===== config.mk =====
export PLATFORM = sky130hd
export DESIGN_NAME = logic_unit_pipe
export DESIGN_NICKNAME = d
export VERILOG_FILES = /design/src/rtl/logic_unit_pipe.sv
export SDC_FILE = /design/constraint.sdc
export NUM_CORES = 1
export LEC_CHECK = 0
export CAP_MARGIN = 40
export CORE_AREA = 4 4 133 135
export DETAILED_ROUTE_END_ITERATION = 6
export DIE_AREA = 0 0 137 139
export GPL_ROUTABILITY_DRIVEN = 0
export HOLD_SLACK_MARGIN = 0.15
export PLACE_DENSITY_LB_ADDON = 0.25
export SYNTH_ARGS = -nofsm -noshare
export SYNTH_HDL_FRONTEND = slang
export SYNTH_SLANG_ARGS = --single-unit

===== constraint.sdc =====
create_clock -name clk -period 7.1 [get_ports clk]
set_input_delay 1.775 -clock clk [delete_from_list [all_inputs] [get_ports clk]]
set_output_delay 1.775 -clock clk [all_outputs]
set_load 0.05 [all_outputs]

===== src/rtl/logic_unit_pipe.sv =====
// logic_unit_pipe: bitwise logic unit with a multi-cycle population count.
// Single-cycle opcodes (and illegal ones) produce a result on the accept edge.
// POPCNT walks operand A one CHUNK-bit slice per cycle before presenting it.
//
// Handshake semantics (both ports):
//   A transfer happens on a rising edge where valid and ready are both 1.
//   in_ready is combinational from state and out_ready; out_valid is 1
//   exactly while a result is held, and out/zero/err stay stable until the
//   result is taken with out_ready=1.
module logic_unit_pipe #(
    parameter int WIDTH = 32,
    parameter int CHUNK = 8
) (
    input  logic             clk,
    input  logic             rst_n,
    input  logic             in_valid,
    output logic             in_ready,
    input  logic [WIDTH-1:0] A,
    input  logic [WIDTH-1:0] B,
    input  logic [5:0]       sel,
    output logic             out_valid,
    input  logic             out_ready,
    output logic [WIDTH-1:0] out,
    output logic             zero,
    output logic             err,
    output logic [1:0]       dbg_state
);

    localparam int NCHUNK = WIDTH / CHUNK;
    localparam int IDXW   = (NCHUNK > 1) ? $clog2(NCHUNK) : 1;
    localparam logic [IDXW-1:0] LAST_IDX = IDXW'(NCHUNK - 1);
    localparam logic [5:0] OP_POPCNT = 6'd9;

    typedef enum logic [1:0] {
        S_IDLE = 2'd0,
        S_BUSY = 2'd1,
        S_DONE = 2'd2
    } state_t;

    state_t            state_q, state_d;
    logic [WIDTH-1:0]  a_q, a_d;
    logic [WIDTH-1:0]  acc_q, acc_d;
    logic [IDXW-1:0]   idx_q, idx_d;
    logic [WIDTH-1:0]  out_q, out_d;
    logic              zero_q, zero_d;
    logic              err_q, err_d;

    logic              accept;
    logic [WIDTH-1:0]  op_res;
    logic              op_illegal;
    logic [31:0]       shamt;
    logic [CHUNK-1:0]  chunk_bits;
    logic [WIDTH-1:0]  chunk_cnt;
    logic [WIDTH-1:0]  acc_sum;

    assign in_ready  = (state_q == S_IDLE) || ((state_q == S_DONE) && out_ready);
    assign accept    = in_valid && in_ready;
    assign out_valid = (state_q == S_DONE);
    assign out       = out_q;
    assign zero      = zero_q;
    assign err       = err_q;
    assign dbg_state = state_q;

    // Single-cycle opcode decode; anything outside 1..8 (POPCNT handled apart) is illegal.
    always_comb begin
        op_res     = '0;
        op_illegal = 1'b0;
        case (sel)
            6'd1:    op_res = ~A;
            6'd2:    op_res = A | B;
            6'd3:    op_res = A & B;
            6'd4:    op_res = ~(A | B);
            6'd5:    op_res = ~(A & B);
            6'd6:    op_res = A ^ B;
            6'd7:    op_res = ~(A ^ B);
            6'd8:    op_res = A & ~B;
            default: op_illegal = 1'b1;
        endcase
    end

    // Ones count of the slice of the latched operand selected by the chunk index.
    always_comb begin
        shamt      = 32'(idx_q) * 32'(CHUNK);
        chunk_bits = CHUNK'(a_q >> shamt);
        chunk_cnt  = '0;
        for (int i = 0; i < CHUNK; i++) begin
            chunk_cnt = chunk_cnt + WIDTH'(chunk_bits[i]);
        end
        acc_sum = acc_q + chunk_cnt;
    end

    // Next-state and datapath load decisions.
    always_comb begin
        state_d = state_q;
        a_d     = a_q;
        acc_d   = acc_q;
        idx_d   = idx_q;
        out_d   = out_q;
        zero_d  = zero_q;
        err_d   = err_q;
        case (state_q)
            S_IDLE, S_DONE: begin
                if (accept) begin
                    if (sel == OP_POPCNT) begin
                        state_d = S_BUSY;
                        a_d     = A;
                        acc_d   = '0;
                        idx_d   = '0;
                    end else begin
                        state_d = S_DONE;
                        out_d   = op_res;
                        zero_d  = (op_res == '0);
                        err_d   = op_illegal;
                    end
                end else if ((state_q == S_DONE) && out_ready) begin
                    state_d = S_IDLE;
                end
            end
            S_BUSY: begin
                acc_d = acc_sum;
                idx_d = idx_q + IDXW'(1);
                if (idx_q == LAST_IDX) begin
                    state_d = S_DONE;
                    idx_d   = '0;
                    out_d   = acc_sum;
                    zero_d  = (acc_sum == '0);
                    err_d   = 1'b0;
                end
            end
            default: state_d = S_IDLE;
        endcase
    end

    // State and datapath registers; reset aborts any operation in flight.
    always_ff @(posedge clk or negedge rst_n) begin
        if (!rst_n) begin
            state_q <= S_IDLE;
            a_q     <= '0;
            acc_q   <= '0;
            idx_q   <= '0;
            out_q   <= '0;
            zero_q  <= 1'b0;
            err_q   <= 1'b0;
        end else begin
            state_q <= state_d;
            a_q     <= a_d;
            acc_q   <= acc_d;
            idx_q   <= idx_d;
            out_q   <= out_d;
            zero_q  <= zero_d;
            err_q   <= err_d;
        end
    end

endmodule

==> flow_summary_export.csv, run 1 <==
group,metric,value,unit
die,fp.dieH,139,µm
logic_synthesis,async_reset_ff_share,100,%
power_and_ir_drop,p_leak,4.90,nW
global_route,grt_use_met3,5.01,%
global_route,grt_overflow,0,
setup_path,worst_setup_path_end_kind,"flip-flop",
power_and_ir_drop,swShare,41.4,%
global_route,grt_antenna_before_repair,0,
routing,wl_per_cell,19.0,µm
global_route,grt-busiest-layer,"met2",
clock_network,cts_made_buffers,9,
outcome,outcome,"finished clean",
clock_network,htreeDepth,3,
clock_network,clock-root-buffer,"clkbuf_16",
global_route,grt_pass1_vias,8077,
logic_synthesis,synth_top_family_by_area,"compound AO/OA/AOI/OAI gates",
sta,worstMarginPinSlew,976,ps
finish,syn_to_final_growth,16.0,%
finish,final_common_cell,"clkdlybuf4s50_1",
logic_synthesis,synth_enable_flop_cells,0,
place,portBuffers,111,
place,post-place-cells,1380,
sta,holdWs,477,ps
power_and_ir_drop,irDropWorstVdd,0.147,mV
finish,diodes,0,
setup_path,crit_chain,"mux4_2 > inv_1 > fa_1 > inv_1 > fa_1 > inv_1 > fa_1 > inv_1 > fa_1 > inv_1 > fa_1 > nand2b_1 > a21o_1 > nor4_1 > mux2i_1 > a31oi_1 > or4_1 > or4_1 > o21ai_1",
logic_synthesis,yosys.cell_types.count,69,
clock_network,cts_buffer_depth,2,
setup_path,cp_top_family,"adder cells",
clock_network,clk_pin_slew_worst_paths,80,ps
sta,period_needed,5970,ps
power_and_ir_drop,p_clk_share,21.9,%
sta,fin_ws,1130,ps
sta,rsz0062_at_grt,"false",
power_and_ir_drop,p_switching,0.928,mW
place,placed_area,0.0106,mm²
sta,slew_headroom,33.2,%
sta,setup_viol,0,
logic_synthesis,synth_fa_ha_area_share,14.8,%
sta,fin_worst_skew,9.08,ps
die,rows,47,
logic_synthesis,synth_seq_cells,102,
logic_synthesis,netlist_area,0.00937,mm²
routing,first_pass_iters,6,
routing,drtIter0Drc,638,
setup_path,cp_max_fo,11,
global_route,grt_pass1_wl,42800,µm
power_and_ir_drop,internal-power,1.31,mW
global_route,grtUsageTotal,28.3,%
logic_synthesis,synth_xor_area_share,3.36,%
die,io_pins,112,
power_and_ir_drop,seqPwrFrac,36.7,%
die,core,0.0165,mm²
clock_network,clock_sinks,102,
clock_network,post_cts_resized,0,
routing,vias,8393,
logic_synthesis,synth_area_per_cell,8.40,µm²
sta,tns,0,ps
setup_path,worst-path-buf-inv,5,
power_and_ir_drop,powerDensity,206,mW/mm²
clock_network,clock_latency,370,ps
global_route,gr-usage-met2,45.8,%
clock_network,post-cts-setup-buffers,0,
routing,drc_errors,0,
power_and_ir_drop,comb_power_share,41.4,%
setup_path,worstPathArrival,6260,ps
finish,seq_area,0.00255,mm²
place,dp_hpwl,20200,µm
logic_synthesis,syn-num-nets,1298,
finish,fin_cells,1397,
setup_path,path_class,"reg -> reg",
sta,hold_violations,0,
logic_synthesis,synth_ff_type,"dfrtp_1",
finish,fin_nets,1354,
setup_path,cp_slowest_cell,"dfrtp_1",
finish,drive_gt1_share,10.4,%
die,initial_core_util,56.9,%
logic_synthesis,synth_compound_area_share,19.6,%
logic_synthesis,synthMuxAreaShare,10.3,%
clock_network,cts_hold_buf,0,
routing,wl,26600,µm
routing,antenna_left,0,
die,die_x,137,µm
setup_path,cp-start-kind,"flip-flop",
die,die-area,0.0190,mm²
place,dpl_worst_slack,1150,ps
routing,detail_route.vias_per_cell,6.01,
logic_synthesis,synth-simple-area-share,17.8,%
logic_synthesis,syn_inst,1116,
finish,final_cell_mix,"108 x clkdlybuf4s50_1, 104 x nor2_1, 103 x ha_1, 102 x dfrtp_1, 100 x nand2_1",
finish,fin_util,66.1,%
power_and_ir_drop,p_total,2.24,mW
finish,fill_cells,1412,
setup_path,worstPathRequired,7400,ps
clock_network,tritoncts,"yes",
logic_synthesis,yosysSeqAreaShare,27.2,%
sta,fin_crit_sh,84.1,%
global_route,grt_start_max_net_pins,101,
setup_path,slowest_delay,720,ps
sta,drv_slew,0,
sta,max_freq,0.168,GHz
finish,multi_input_area,0.00620,mm²
logic_synthesis,yosys_warnings,0,
global_route,grt_util_met1,36.6,%
run,cap_violations,0,
min_path,min_path_type,"reg -> reg",
finish,finalInstanceArea,0.0109,mm²
==> worst paths after layout <==
kind | startpoint | end | slack [ps] | cells after the start
min in group asynchronous | rst_n | out[10] | 1440 | 1
worst min register to register | out[17] | out[17] | 480 | 2
max in group asynchronous | rst_n | a_q[8] | 4530 | 2
worst min-delay path | out[17] | out[17] | 480 | 2
worst max register to register | idx_q[0] | zero | 1130 | 19
worst max-delay path | idx_q[0] | zero | 1130 | 19
==> worst register-to-register path: cells and delay by family (launching register included) <==
| kind | cells | cell delay (ps) |
|---|---|---|
| and+or+nand+nor | 4 | 1570 |
| AOI/OAI and AO/OA | 3 | 540 |
| DFF | 1 | 720 |
| adders and majority gates | 5 | 1820 |
| buffers and inverters | 5 | 430 |
| muxes | 2 | 810 |
==> kinds of logic after synthesis <==
| kind of cell | Yosys count |
|---|---|
| fa+ha+maj | 108 |
| mux | 79 |
| simple gates | 343 |
| flops | 102 |
| xor+xnor | 36 |
| buf+inv | 164 |
| compound gates | 284 |
==> sequential cells by signal (all words and copies together), names as in the netlist <==
| name | flops |
|---|---|
| err | 1 |
| zero | 1 |
| a_q | 32 |
| dbg_state | 2 |
| out | 32 |
| acc_q | 32 |
| idx_q | 2 |
==> cell usage after synthesis, drive strengths merged (7+ instances only) <==
master   instances  area share [%]
a211oi          66             5.3
a21oi           62             3.3
and2            13            0.88
and3            10            0.67
buf             28             1.4
clkbuf          56             2.2
dfrtp          102              27
ha             103              14
inv             80             3.2
mux2            63             7.6
mux2i            8            0.85
mux4             8             1.9
nand2          100             4.0
nand2b          11            0.73
nand3           20             1.3
nand4           16             1.1
nor2           105             4.2
nor2b           36             2.4
nor3             7            0.37
o21ai           71             3.8
o22ai           20             1.3
o2bb2ai          8            0.75
o31ai           11            0.88
xnor2           13             1.2
xor2            23             2.1
==> metal layers <==
| metal | up-vias | part of all wire [%] |
|---|---|---|
| met4 | 0 | 4.7 |
| met1 | 3955 | 41 |
| li1 | 4052 | - |
| met5 | - | 0 |
| met3 | 73 | 5.9 |
| met2 | 313 | 48 |
==> final cells by class <==
class | count | share of cell area (%)
Multi-Input combinational cell | 850 | 57.0
Sequential cell | 102 | 23.5
Timing Repair Buffer | 129 | 11.7
Inverter | 80 | 2.76
Tap cell | 220 | 2.53
Clock buffer | 9 | 2.07
Clock inverter | 7 | 0.483
==> power by group through the flow <==
stage	Sequential, mW	Combinational [mW]	Clock, mW
after floorplan	0.866	0.582	0
after global placement	0.823	0.899	0
after detailed placement	0.827	0.924	0
after CTS	0.819	0.928	0.494
after global routing	0.840	1.02	0.514
final	0.822	0.928	0.490
Note: power is estimated with default switching activity, not from simulation.
==> run 2: changes to the inputs <==
- clock period: 7.1 -> 6.1 ns (I/O delays scaled with it)
==> run 2 against run 1 <==
- sequential power rose by 15%
- non-clock buffer count is 3 higher
- sequential share of layout area decreased by 0.15 points
- largest power group unchanged
- clock skew shrank 2.6 ps
- largest cell class unchanged
==> flow_summary_export.csv, run 2 (synthesis results as in run 1) <==
group,metric,value,unit
setup_path,crit_start,"idx_q[0]",
run,cap_violations,0,
clock_network,cts_hold_buf,0,
place,portBuffers,111,
die,fp.dieH,139,µm
finish,final_common_cell,"clkdlybuf4s50_1",
sta,slew_headroom,38.1,%
global_route,grt_pass1_wl,42300,µm
clock_network,clk_pin_slew_worst_paths,70,ps
outcome,outcome,"finished clean",
power_and_ir_drop,powerDensity,248,mW/mm²
setup_path,path_class,"reg -> reg",
sta,worstMarginPinSlew,928,ps
global_route,grt_overflow,0,
finish,fin_util,66.5,%
finish,fin_nets,1357,
routing,met2WireLength,13100,µm
setup_path,cp_max_fo,11,
finish,multi_input_area,0.00620,mm²
routing,vias,8441,
routing,wl_per_cell,19.1,µm
routing,antenna_left,0,
sta,period_needed,5720,ps
global_route,grt_start_max_net_pins,152,
clock_network,htreeDepth,3,
finish,drive_gt1_share,10.7,%
setup_path,r2r_slack,380,ps
setup_path,worstPathRequired,6390,ps
die,rows,47,
setup_path,worst_setup_path_end_kind,"flip-flop",
global_route,grtUsageTotal,28.2,%
clock_network,tritoncts,"yes",
setup_path,rr_startpoint,"idx_q[0]",
place,dp_hpwl,20200,µm
setup_path,worstPathArrival,6010,ps
clock_network,post_cts_resized,0,
routing,detail_route.vias_per_cell,6.03,
routing,drtIter0Drc,805,
sta,hold_violations,0,
min_path,min_path_type,"reg -> reg",
sta,drv_slew,0,
die,core,0.0165,mm²
finish,seq_area,0.00255,mm²
finish,final_cell_mix,"108 x clkdlybuf4s50_1, 104 x nor2_1, 103 x ha_1, 102 x dfrtp_1, 100 x nand2_1",
clock_network,clock_latency,370,ps
routing,dr_wl_met3,1650,µm
setup_path,ff2ff_path_depth,19,
finish,fill_cells,1378,
power_and_ir_drop,irDropWorstVdd,0.162,mV
clock_network,cts_made_buffers,9,
die,die_x,137,µm
clock_network,post-cts-setup-buffers,0,
die,die-area,0.0190,mm²
finish,syn_to_final_growth,16.8,%
routing,wl_met1,11000,µm
routing,wl,26800,µm
global_route,grt_pass1_vias,7929,
power_and_ir_drop,p_leak,4.93,nW
routing,first_pass_iters,5,
routing,highest_layer,"met4",
sta,rsz0062_at_grt,"false",
die,io_pins,112,
sta,fin_crit_sh,93.7,%
clock_network,clock_sinks,102,
finish,diodes,0,
sta,fin_worst_skew,6.49,ps
clock_network,clock-root-buffer,"clkbuf_16",
global_route,grt_antenna_before_repair,0,
setup_path,cp-endpoint,"zero",
sta,setup_viol,0,
sta,tns,0,ps
sta,max_freq,0.175,GHz
routing,drc_errors,0,
die,initial_core_util,56.9,%
setup_path,cp-start-kind,"flip-flop",
clock_network,cts_buffer_depth,2,
setup_path,rr_endpoint,"zero",
run 2: changes by cell type in the layout (fill, tap and decap cells not counted), sizes merged:
cell          before  now
bufinv             0    2
dlymetal6s2s       1    0
buf               20   24
inv               84   83
clkinv             3    1
clkinvlp           0    1
run 2: per-layer routing:
layer / GRT usage, % / up-vias
met5: 0 / -
met4: 11.6 / 0
met3: 5.04 / 74
met2: 46.8 / 315
met1: 36.1 / 4010
li1: - / 4042
run 2: through the flow:
stage | cells | hold slack (ps) | cell area, µm² | power, mW | setup WS (ps)
global placement | 1383 | 462 | 10600 | 2.02 | 555
detailed placement | 1384 | 486 | 10600 | 2.06 | 407
floorplan | 1116 | 456 | 9370 | 1.69 | 257
finish | 1400 | 493 | 10900 | 2.72 | 385
CTS | 1400 | 502 | 10900 | 2.72 | 369
global route | 1400 | 513 | 10900 | 2.87 | 138
run 2: critical path: stages, from the launching register on:
cell and delay (ps):
dfrtp_1 460, mux4_2 370, inv_1 50, fa_1 490, inv_1 50, fa_1 530, inv_1 60, fa_1 470
inv_1 90, fa_1 240, inv_1 70, fa_1 400, nand2b_1 180, a21o_1 310, nor4_1 400, mux2i_1 220
a31oi_1 100, or4_1 500, or4_1 520, o21ai_1 130
run 2: worst min-delay path by stage:
stage,to,from,cells after the start
final,out[17],out[17],2
after global routing,out[7],out[7],1
after CTS,out[7],out[7],1
after detailed placement,out[7],out[7],1
after global placement,out[17],out[17],2
after floorplan,acc_q[2],acc_q[2],2
run 2: final cells by class:
class,instances,share of cell area (%)
clock buffer,9,2.06
clock inverter,7,1.03
inverter,80,2.74
multi-input combinational,850,56.6
sequential,102,23.3
tap,220,2.51
timing repair buffer,132,11.7
run 2: power breakdown:
part / leakage [nW] / switching, mW / total, mW / internal [mW]
registers: 1.27 / 0.149 / 0.948 / 0.799
clock network: 0.161 / 0.288 / 0.657 / 0.369
logic: 3.50 / 0.659 / 1.11 / 0.453
total: 4.93 / 1.10 / 2.72 / 1.62
